<file path="src/rtl/pfb_mac_rnd_sat_if.sv">
// PFB MAC output stage bundle: MAC result input, ce back-pressure and AXI-Stream output.
interface pfb_mac_rnd_sat_if #(
  parameter int unsigned IN_WIDTH   = 48,
  parameter int unsigned OUT_WIDTH  = 16,
  parameter int unsigned USER_WIDTH = 8
);
  logic signed [IN_WIDTH-1:0]   p_in;
  logic                         p_valid;
  logic                         p_last;
  logic [USER_WIDTH-1:0]        p_user;
  logic                         ce_out;
  logic [OUT_WIDTH-1:0]         m_axis_tdata;
  logic                         m_axis_tvalid;
  logic                         m_axis_tready;
  logic                         m_axis_tlast;
  logic [USER_WIDTH-1:0]        m_axis_tuser;

  // Output stage: consumes the MAC result, masters the AXI-Stream.
  modport master (
    input  p_in, p_valid, p_last, p_user, m_axis_tready,
    output ce_out, m_axis_tdata, m_axis_tvalid, m_axis_tlast, m_axis_tuser
  );

  // Environment: MAC chain plus AXI-Stream sink.
  modport slave (
    output p_in, p_valid, p_last, p_user, m_axis_tready,
    input  ce_out, m_axis_tdata, m_axis_tvalid, m_axis_tlast, m_axis_tuser
  );
endinterface

</file>
<file path="src/rtl/pfb_mac_rnd_sat.sv">
// PFB MAC chain output stage: round-half-up, saturate, FWFT FIFO buffering to an
// AXI-Stream master, and ce back-pressure sized so in-flight MAC results are never lost.
module pfb_mac_rnd_sat #(
  parameter int unsigned IN_WIDTH   = 48,
  parameter int unsigned OUT_WIDTH  = 16,
  parameter int unsigned FRAC_SHIFT = 30,
  parameter int unsigned USER_WIDTH = 8,
  parameter int unsigned FIFO_DEPTH = 16,
  parameter int unsigned PIPE_SLACK = 6
) (
  input  logic                   clk,
  input  logic                   reset,
  pfb_mac_rnd_sat_if.master      bus,
  input  logic                   clr_stats,
  output logic [15:0]            sat_count,
  output logic                   fifo_ovf
);

  localparam int unsigned AW = $clog2(FIFO_DEPTH);
  localparam int unsigned RW = IN_WIDTH + 1;
  localparam int unsigned QW = RW - FRAC_SHIFT;
  localparam int unsigned EW = OUT_WIDTH + USER_WIDTH + 1;
  localparam int unsigned FW = AW + 3;

  localparam logic signed [RW-1:0] RND_BIAS = RW'(1) << (FRAC_SHIFT - 1);
  localparam logic signed [QW-1:0] Q_MAX    = QW'((2 ** (OUT_WIDTH - 1)) - 1);
  localparam logic signed [QW-1:0] Q_MIN    = -QW'(2 ** (OUT_WIDTH - 1));
  localparam logic [OUT_WIDTH-1:0] OUT_MAX  = {1'b0, {(OUT_WIDTH - 1){1'b1}}};
  localparam logic [OUT_WIDTH-1:0] OUT_MIN  = {1'b1, {(OUT_WIDTH - 1){1'b0}}};

  // Stage R
  logic signed [RW-1:0]   rnd_c;
  logic                   rnd_frac_unused;
  logic signed [QW-1:0]   r_q;
  logic                   r_valid;
  logic                   r_last;
  logic [USER_WIDTH-1:0]  r_user;

  // Stage S
  logic                   sat_hi_c;
  logic                   sat_lo_c;
  logic [OUT_WIDTH-1:0]   s_data_c;
  logic [OUT_WIDTH-1:0]   s_data;
  logic                   s_valid;
  logic                   s_last;
  logic [USER_WIDTH-1:0]  s_user;

  // FIFO
  logic [EW-1:0]          mem [FIFO_DEPTH];
  logic [EW-1:0]          head_c;
  logic [AW:0]            wr_ptr;
  logic [AW:0]            rd_ptr;
  logic [AW:0]            occ_c;
  logic                   empty_c;
  logic                   full_c;
  logic                   pop_c;
  logic                   push_c;
  logic                   drop_c;
  logic signed [FW-1:0]   free_c;
  logic                   ce_q;

  // Rounding add at IN_WIDTH+1 bits; the fraction bits only contribute their carry.
  always_comb begin
    rnd_c = RW'(bus.p_in) + RND_BIAS;
  end

  assign rnd_frac_unused = ^rnd_c[FRAC_SHIFT-1:0];

  // Stage R register: keep the rounded quotient with its sideband.
  always_ff @(posedge clk or posedge reset) begin
    if (reset) begin
      r_q     <= '0;
      r_valid <= 1'b0;
      r_last  <= 1'b0;
      r_user  <= '0;
    end else begin
      r_q     <= rnd_c[RW-1:FRAC_SHIFT];
      r_valid <= bus.p_valid;
      r_last  <= bus.p_last;
      r_user  <= bus.p_user;
    end
  end

  // Saturation clamp of the rounded quotient.
  always_comb begin
    sat_hi_c = (r_q > Q_MAX);
    sat_lo_c = (r_q < Q_MIN);
    s_data_c = r_q[OUT_WIDTH-1:0];
    if (sat_hi_c) begin
      s_data_c = OUT_MAX;
    end else if (sat_lo_c) begin
      s_data_c = OUT_MIN;
    end
  end

  // Stage S register.
  always_ff @(posedge clk or posedge reset) begin
    if (reset) begin
      s_data  <= '0;
      s_valid <= 1'b0;
      s_last  <= 1'b0;
      s_user  <= '0;
    end else begin
      s_data  <= s_data_c;
      s_valid <= r_valid;
      s_last  <= r_last;
      s_user  <= r_user;
    end
  end

  // Saturation counter; clear wins over a same-cycle increment, sticks at all-ones.
  always_ff @(posedge clk or posedge reset) begin
    if (reset) begin
      sat_count <= '0;
    end else if (clr_stats) begin
      sat_count <= '0;
    end else if (r_valid && (sat_hi_c || sat_lo_c) && (sat_count != 16'hFFFF)) begin
      sat_count <= sat_count + 16'd1;
    end
  end

  // FIFO status, handshake and remaining headroom including words still in R/S.
  always_comb begin
    occ_c   = wr_ptr - rd_ptr;
    empty_c = (wr_ptr == rd_ptr);
    full_c  = (wr_ptr[AW] != rd_ptr[AW]) && (wr_ptr[AW-1:0] == rd_ptr[AW-1:0]);
    pop_c   = !empty_c && bus.m_axis_tready;
    push_c  = s_valid && (!full_c || pop_c);
    drop_c  = s_valid && full_c && !pop_c;
    free_c  = FW'(FIFO_DEPTH) - FW'(occ_c) - FW'(r_valid) - FW'(s_valid);
    head_c  = mem[rd_ptr[AW-1:0]];
  end

  // FIFO storage and pointers; a write into a full FIFO is allowed only alongside a pop.
  always_ff @(posedge clk or posedge reset) begin
    if (reset) begin
      wr_ptr <= '0;
      rd_ptr <= '0;
      for (int i = 0; i < int'(FIFO_DEPTH); i++) begin
        mem[i] <= '0;
      end
    end else begin
      if (push_c) begin
        mem[wr_ptr[AW-1:0]] <= {s_last, s_user, s_data};
        wr_ptr              <= wr_ptr + (AW + 1)'(1);
      end
      if (pop_c) begin
        rd_ptr <= rd_ptr + (AW + 1)'(1);
      end
    end
  end

  // Sticky drop flag, cleared by clr_stats.
  always_ff @(posedge clk or posedge reset) begin
    if (reset) begin
      fifo_ovf <= 1'b0;
    end else if (clr_stats) begin
      fifo_ovf <= 1'b0;
    end else if (drop_c) begin
      fifo_ovf <= 1'b1;
    end
  end

  // Upstream clock enable: advance only while headroom exceeds the in-flight slack.
  always_ff @(posedge clk or posedge reset) begin
    if (reset) begin
      ce_q <= 1'b1;
    end else begin
      ce_q <= (free_c > $signed(FW'(PIPE_SLACK)));
    end
  end

  assign bus.ce_out        = ce_q;
  assign bus.m_axis_tvalid = !empty_c;
  assign bus.m_axis_tdata  = head_c[OUT_WIDTH-1:0];
  assign bus.m_axis_tuser  = head_c[OUT_WIDTH +: USER_WIDTH];
  assign bus.m_axis_tlast  = head_c[EW-1];

endmodule
</file>
<file path="src/flat_wrapper.sv">
// flat-port wrapper written by rule: the top's interface ports become plain ports
module pfb_mac_rnd_sat_flat 
#(
  parameter int unsigned IN_WIDTH   = 48,
  parameter int unsigned OUT_WIDTH  = 16,
  parameter int unsigned FRAC_SHIFT = 30,
  parameter int unsigned USER_WIDTH = 8,
  parameter int unsigned FIFO_DEPTH = 16,
  parameter int unsigned PIPE_SLACK = 6
)
  (clk, reset, clr_stats, sat_count, fifo_ovf, bus_p_in, bus_p_valid, bus_p_last, bus_p_user, bus_m_axis_tready, bus_ce_out, bus_m_axis_tdata, bus_m_axis_tvalid, bus_m_axis_tlast, bus_m_axis_tuser);
  pfb_mac_rnd_sat_if #(.IN_WIDTH(IN_WIDTH), .OUT_WIDTH(OUT_WIDTH), .USER_WIDTH(USER_WIDTH)) bus_i ();
  input  logic clk;
  input  logic reset;
  input  logic clr_stats;
  output logic [15:0] sat_count;
  output logic fifo_ovf;
  input wire logic [$bits(bus_i.p_in)-1:0] bus_p_in;
  input wire logic [$bits(bus_i.p_valid)-1:0] bus_p_valid;
  input wire logic [$bits(bus_i.p_last)-1:0] bus_p_last;
  input wire logic [$bits(bus_i.p_user)-1:0] bus_p_user;
  input wire logic [$bits(bus_i.m_axis_tready)-1:0] bus_m_axis_tready;
  output wire logic [$bits(bus_i.ce_out)-1:0] bus_ce_out;
  output wire logic [$bits(bus_i.m_axis_tdata)-1:0] bus_m_axis_tdata;
  output wire logic [$bits(bus_i.m_axis_tvalid)-1:0] bus_m_axis_tvalid;
  output wire logic [$bits(bus_i.m_axis_tlast)-1:0] bus_m_axis_tlast;
  output wire logic [$bits(bus_i.m_axis_tuser)-1:0] bus_m_axis_tuser;
  assign bus_i.p_in = bus_p_in;
  assign bus_i.p_valid = bus_p_valid;
  assign bus_i.p_last = bus_p_last;
  assign bus_i.p_user = bus_p_user;
  assign bus_i.m_axis_tready = bus_m_axis_tready;
  assign bus_ce_out = bus_i.ce_out;
  assign bus_m_axis_tdata = bus_i.m_axis_tdata;
  assign bus_m_axis_tvalid = bus_i.m_axis_tvalid;
  assign bus_m_axis_tlast = bus_i.m_axis_tlast;
  assign bus_m_axis_tuser = bus_i.m_axis_tuser;
  pfb_mac_rnd_sat #(.IN_WIDTH(IN_WIDTH), .OUT_WIDTH(OUT_WIDTH), .FRAC_SHIFT(FRAC_SHIFT), .USER_WIDTH(USER_WIDTH), .FIFO_DEPTH(FIFO_DEPTH), .PIPE_SLACK(PIPE_SLACK)) u_core (.clk(clk), .reset(reset), .bus(bus_i), .clr_stats(clr_stats), .sat_count(sat_count), .fifo_ovf(fifo_ovf));
endmodule
</file>
<file path="config.mk">
export PLATFORM = sky130hd
export DESIGN_NAME = pfb_mac_rnd_sat_flat
export DESIGN_NICKNAME = d
export VERILOG_FILES = /design/src/rtl/pfb_mac_rnd_sat_if.sv /design/src/rtl/pfb_mac_rnd_sat.sv /design/src/flat_wrapper.sv
export SDC_FILE = /design/constraint.sdc
export NUM_CORES = 1
export LEC_CHECK = 0
export BUFFER_PORTS_ARGS = -buffer_cell sky130_fd_sc_hd__clkbuf_2
export CORE_MARGIN = 4
export CORE_UTILIZATION = 50
export CTS_CLUSTER_DIAMETER = 40
export CTS_CLUSTER_SIZE = 10
export DETAILED_ROUTE_END_ITERATION = 7
export PLACE_DENSITY = 0.68
export SYNTH_ARGS = -nofsm -noshare
export SYNTH_HDL_FRONTEND = slang
export SYNTH_SLANG_ARGS = --single-unit
</file>
<file path="constraint.sdc">
create_clock -name clk -period 20.6 [get_ports clk]
set_input_delay 3.09 -clock clk [delete_from_list [all_inputs] [get_ports clk]]
set_output_delay 3.09 -clock clk [all_outputs]
set_load 0.005 [all_outputs]
</file>
==> qor.csv <==
metric,value,unit
status,"complete, no violations",
crit_slowest_cell,dfrtp_4,
crit_fanout,56,
core-area,42100,um^2
fmax,153,MHz
post-place-ws,14.63,ns
worstPathRequired,17.51,ns
finalHoldWorstSlack,0.343,ns
grt-ovfl-total,0,
cp_data_arrival_time,3.46,ns
n_antenna_cell,0,
synth_area_per_cell,16.1,um^2
fin_tns_setup,0,ns
yosysTopAreaCell,dfrtp_1,
critPathKind,flop to output pin,
leakagePower,10.7,nW
cts.sinks,483,
gp_congestion,0.752,
wl_per_cell,23.8,um
setup_viol,0,
ys_seq_area_frac,0.566,
htree_levels,3,
drc,0,
first_pass_iters,4,
num_vias,11597,
dp.cells,1858,
fp.dieH,215,um
ant_nets,0,
tightest_slew,1.19,ns
setup_ws,14.05,ns
ys_types,40,
drt_iter0_markers,576,
routed_wl,47.1,mm
hold_viol_final,0,
clock_skew,0.0251,ns
path_clk_slew,0.05,ns
cap_violations,0,
syn2layout_area_growth,14.6,%
antenna_found_initial,1,
root_buffer,clkbuf_16,
slew_headroom,0.201,
cts_made_buffers,72,
cts_resized,0,
clk_latency,0.59,ns
ir_worst_vdd,0.0000921,V
synth_top_cell_area_share,0.565,
path_common_cell,mux4_2,
vias_per_cell,5.85,
placed_cell_area,22100,um^2
async_flop_share,1.00,
synth_nets,1401,
worstHoldPathType,flop to flop,
die_w,215,um
clockBufferDepth,3,
ios,106,
grt_start_max_net_pins,178,
power_density,173,nW/um^2
dieArea,46100,um^2
cts_tree,yes,
start_util,0.507,
synth_seq_cells,483,
std_cell_rows,75,
nets,1470,
synth-edff-count,0,
syn_area,21400,um^2
post-route-period-util,0.318,
ys_dominant_reg_cell,dfrtp_1,
design_area,24500,um^2
max_stage_delay,0.93,ns
path_cells,buf_4 -> mux4_2 -> mux4_2 -> clkbuf_2,
postCtsHoldBufs,0,
cp-end-kind,output pin,
portBuffers,76,
dp_hpwl,25.0,mm
cp-start-kind,flop,
netlist_instances,1324,
min_period,6.55,ns
grt_pass1_vias,12685,
instances_no_fill,1981,
rsz0062_at_grt,no,
yosysWarnings,0,
grtUsageTotal,0.208,
report.final.slew_viol_count,0,
grt_pass1_wl,74.4,mm
drive_gt1_frac,0.519,
cts_setup_buffers,0,
ys_top_cells_by_area,"dfrtp_1 56%, mux2_2 21%, mux4_2 13%",
==> worst max-delay path: cells and delay by family, from the launching register on <==
kind                   cells  cell delay, ns
buffers and inverters      2            0.94
DFF                        1            0.93
muxes                      2            0.95
==> synthesized netlist by cell type, types with 2 or more instances <==
master / instances
and3_1: 7
buf_2: 30
clkbuf_1: 47
xnor2_1: 24
nand3_1: 16
xor2_1: 21
mux2_2: 400
and4_1: 4
nor3_1: 4
nand2_2: 12
fa_1: 2
a21o_1: 17
nor2_1: 31
a21oi_1: 3
ha_1: 13
buf_4: 10
mux2i_1: 4
nand2_1: 23
inv_1: 7
buf_1: 5
nand4_1: 13
dfrtp_1: 482
o21ai_0: 2
nand2b_1: 4
mux4_2: 125
nor2b_1: 2
or4_1: 2
nor3_2: 2
==> registers in the layout, indices dropped and copies added (netlist names), 5 cells and up <==
signal,cells
u_core.r_q,19
u_core.rd_ptr,5
u_core.r_user,8
u_core.s_user,8
u_core.sat_count,16
u_core.s_data,16
u_core.wr_ptr,5
u_core.mem,400
==> cell families (layout without fill, tap and decap cells) <==
family / after synthesis / after routing / share of synthesized area
muxes: 529 / 529 / 0.344
and+or+nand+nor: 125 / 125 / 0.0318
DFF: 483 / 483 / 0.566
adders and majority gates: 15 / 15 / 0.00949
AOI/OAI and AO/OA: 27 / 27 / 0.00902
buffers and inverters: 100 / 218 / 0.0211
xor gates and xnor gates: 45 / 45 / 0.0184
==> cells in the final DEF, fill, tap and decap left out, types with 6 or more instances in the layout <==
master	n
nand4_1	13
nor2_1	31
nand2_1	23
dfrtp_1	479
clkbuf_1	11
mux2_2	400
buf_4	10
bufinv_16	7
xor2_1	21
clkinvlp_4	6
clkbuf_16	74
ha_1	13
clkinv_2	11
nand2_2	12
a21o_1	17
inv_1	6
nand3_1	16
xnor2_1	24
clkbuf_2	76
and3_1	7
mux4_2	125
==> cell type report <==
| type | count | area, um^2 |
|---|---|---|
| well taps | 539 | 674 |
| fillers | 3207 | 17600 |
| flip-flops and latches | 483 | 12100 |
| multi-input cells | 741 | 8830 |
| clock inverters | 35 | 440 |
| clock buffers | 88 | 1930 |
| repair buffers | 87 | 475 |
| inverters | 8 | 37.5 |
==> path summary, 6_finish.rpt <==
check / start / endpoint / slack (ns) / cells after the start
worst max-delay path: u_core.rd_ptr[1]$_DFFE_PP0P_ / bus_m_axis_tdata[7] / 14.05 / 4
min in group asynchronous: reset / u_core.sat_count[5]$_DFFE_PP0P_ / 2.70 / 2
worst max register to register: u_core.rd_ptr[3]$_DFFE_PP0P_ / u_core.mem[184]$_DFFE_PP0P_ / 16.74 / 8
worst min register to register: u_core.r_user[3]$_DFF_PP0_ / u_core.s_user[3]$_DFF_PP0_ / 0.34 / 0
worst min-delay path: u_core.r_user[3]$_DFF_PP0_ / u_core.s_user[3]$_DFF_PP0_ / 0.34 / 0
max in group asynchronous: reset / u_core.mem[206]$_DFFE_PP0P_ / 16.17 / 3
==> layer usage <==
layer / track usage / part of all wire
met2: 0.344 / 0.50
met3: 0.0370 / 0.034
met4: 0.0666 / 0.025
met1: 0.284 / 0.44
met5: 0 / 0.00025
==> through the flow <==
| stage | util | total power, W |
|---|---|---|
| final | 0.581 | 0.00424 |
| after CTS | 0.581 | 0.00430 |
| after detailed placement | 0.525 | 0.00308 |
| after floorplan | - | 0.00269 |
| after global placement | 0.525 | 0.00302 |
| after global routing | 0.581 | 0.00449 |
==> power breakdown <==
part | switching, W | internal (W) | total (W)
Sequential | 0.000260 | 0.00137 | 0.00163
Combinational | 0.000541 | 0.000876 | 0.00142
Clock | 0.000438 | 0.000759 | 0.00120
(Power assumes the default switching activity.)
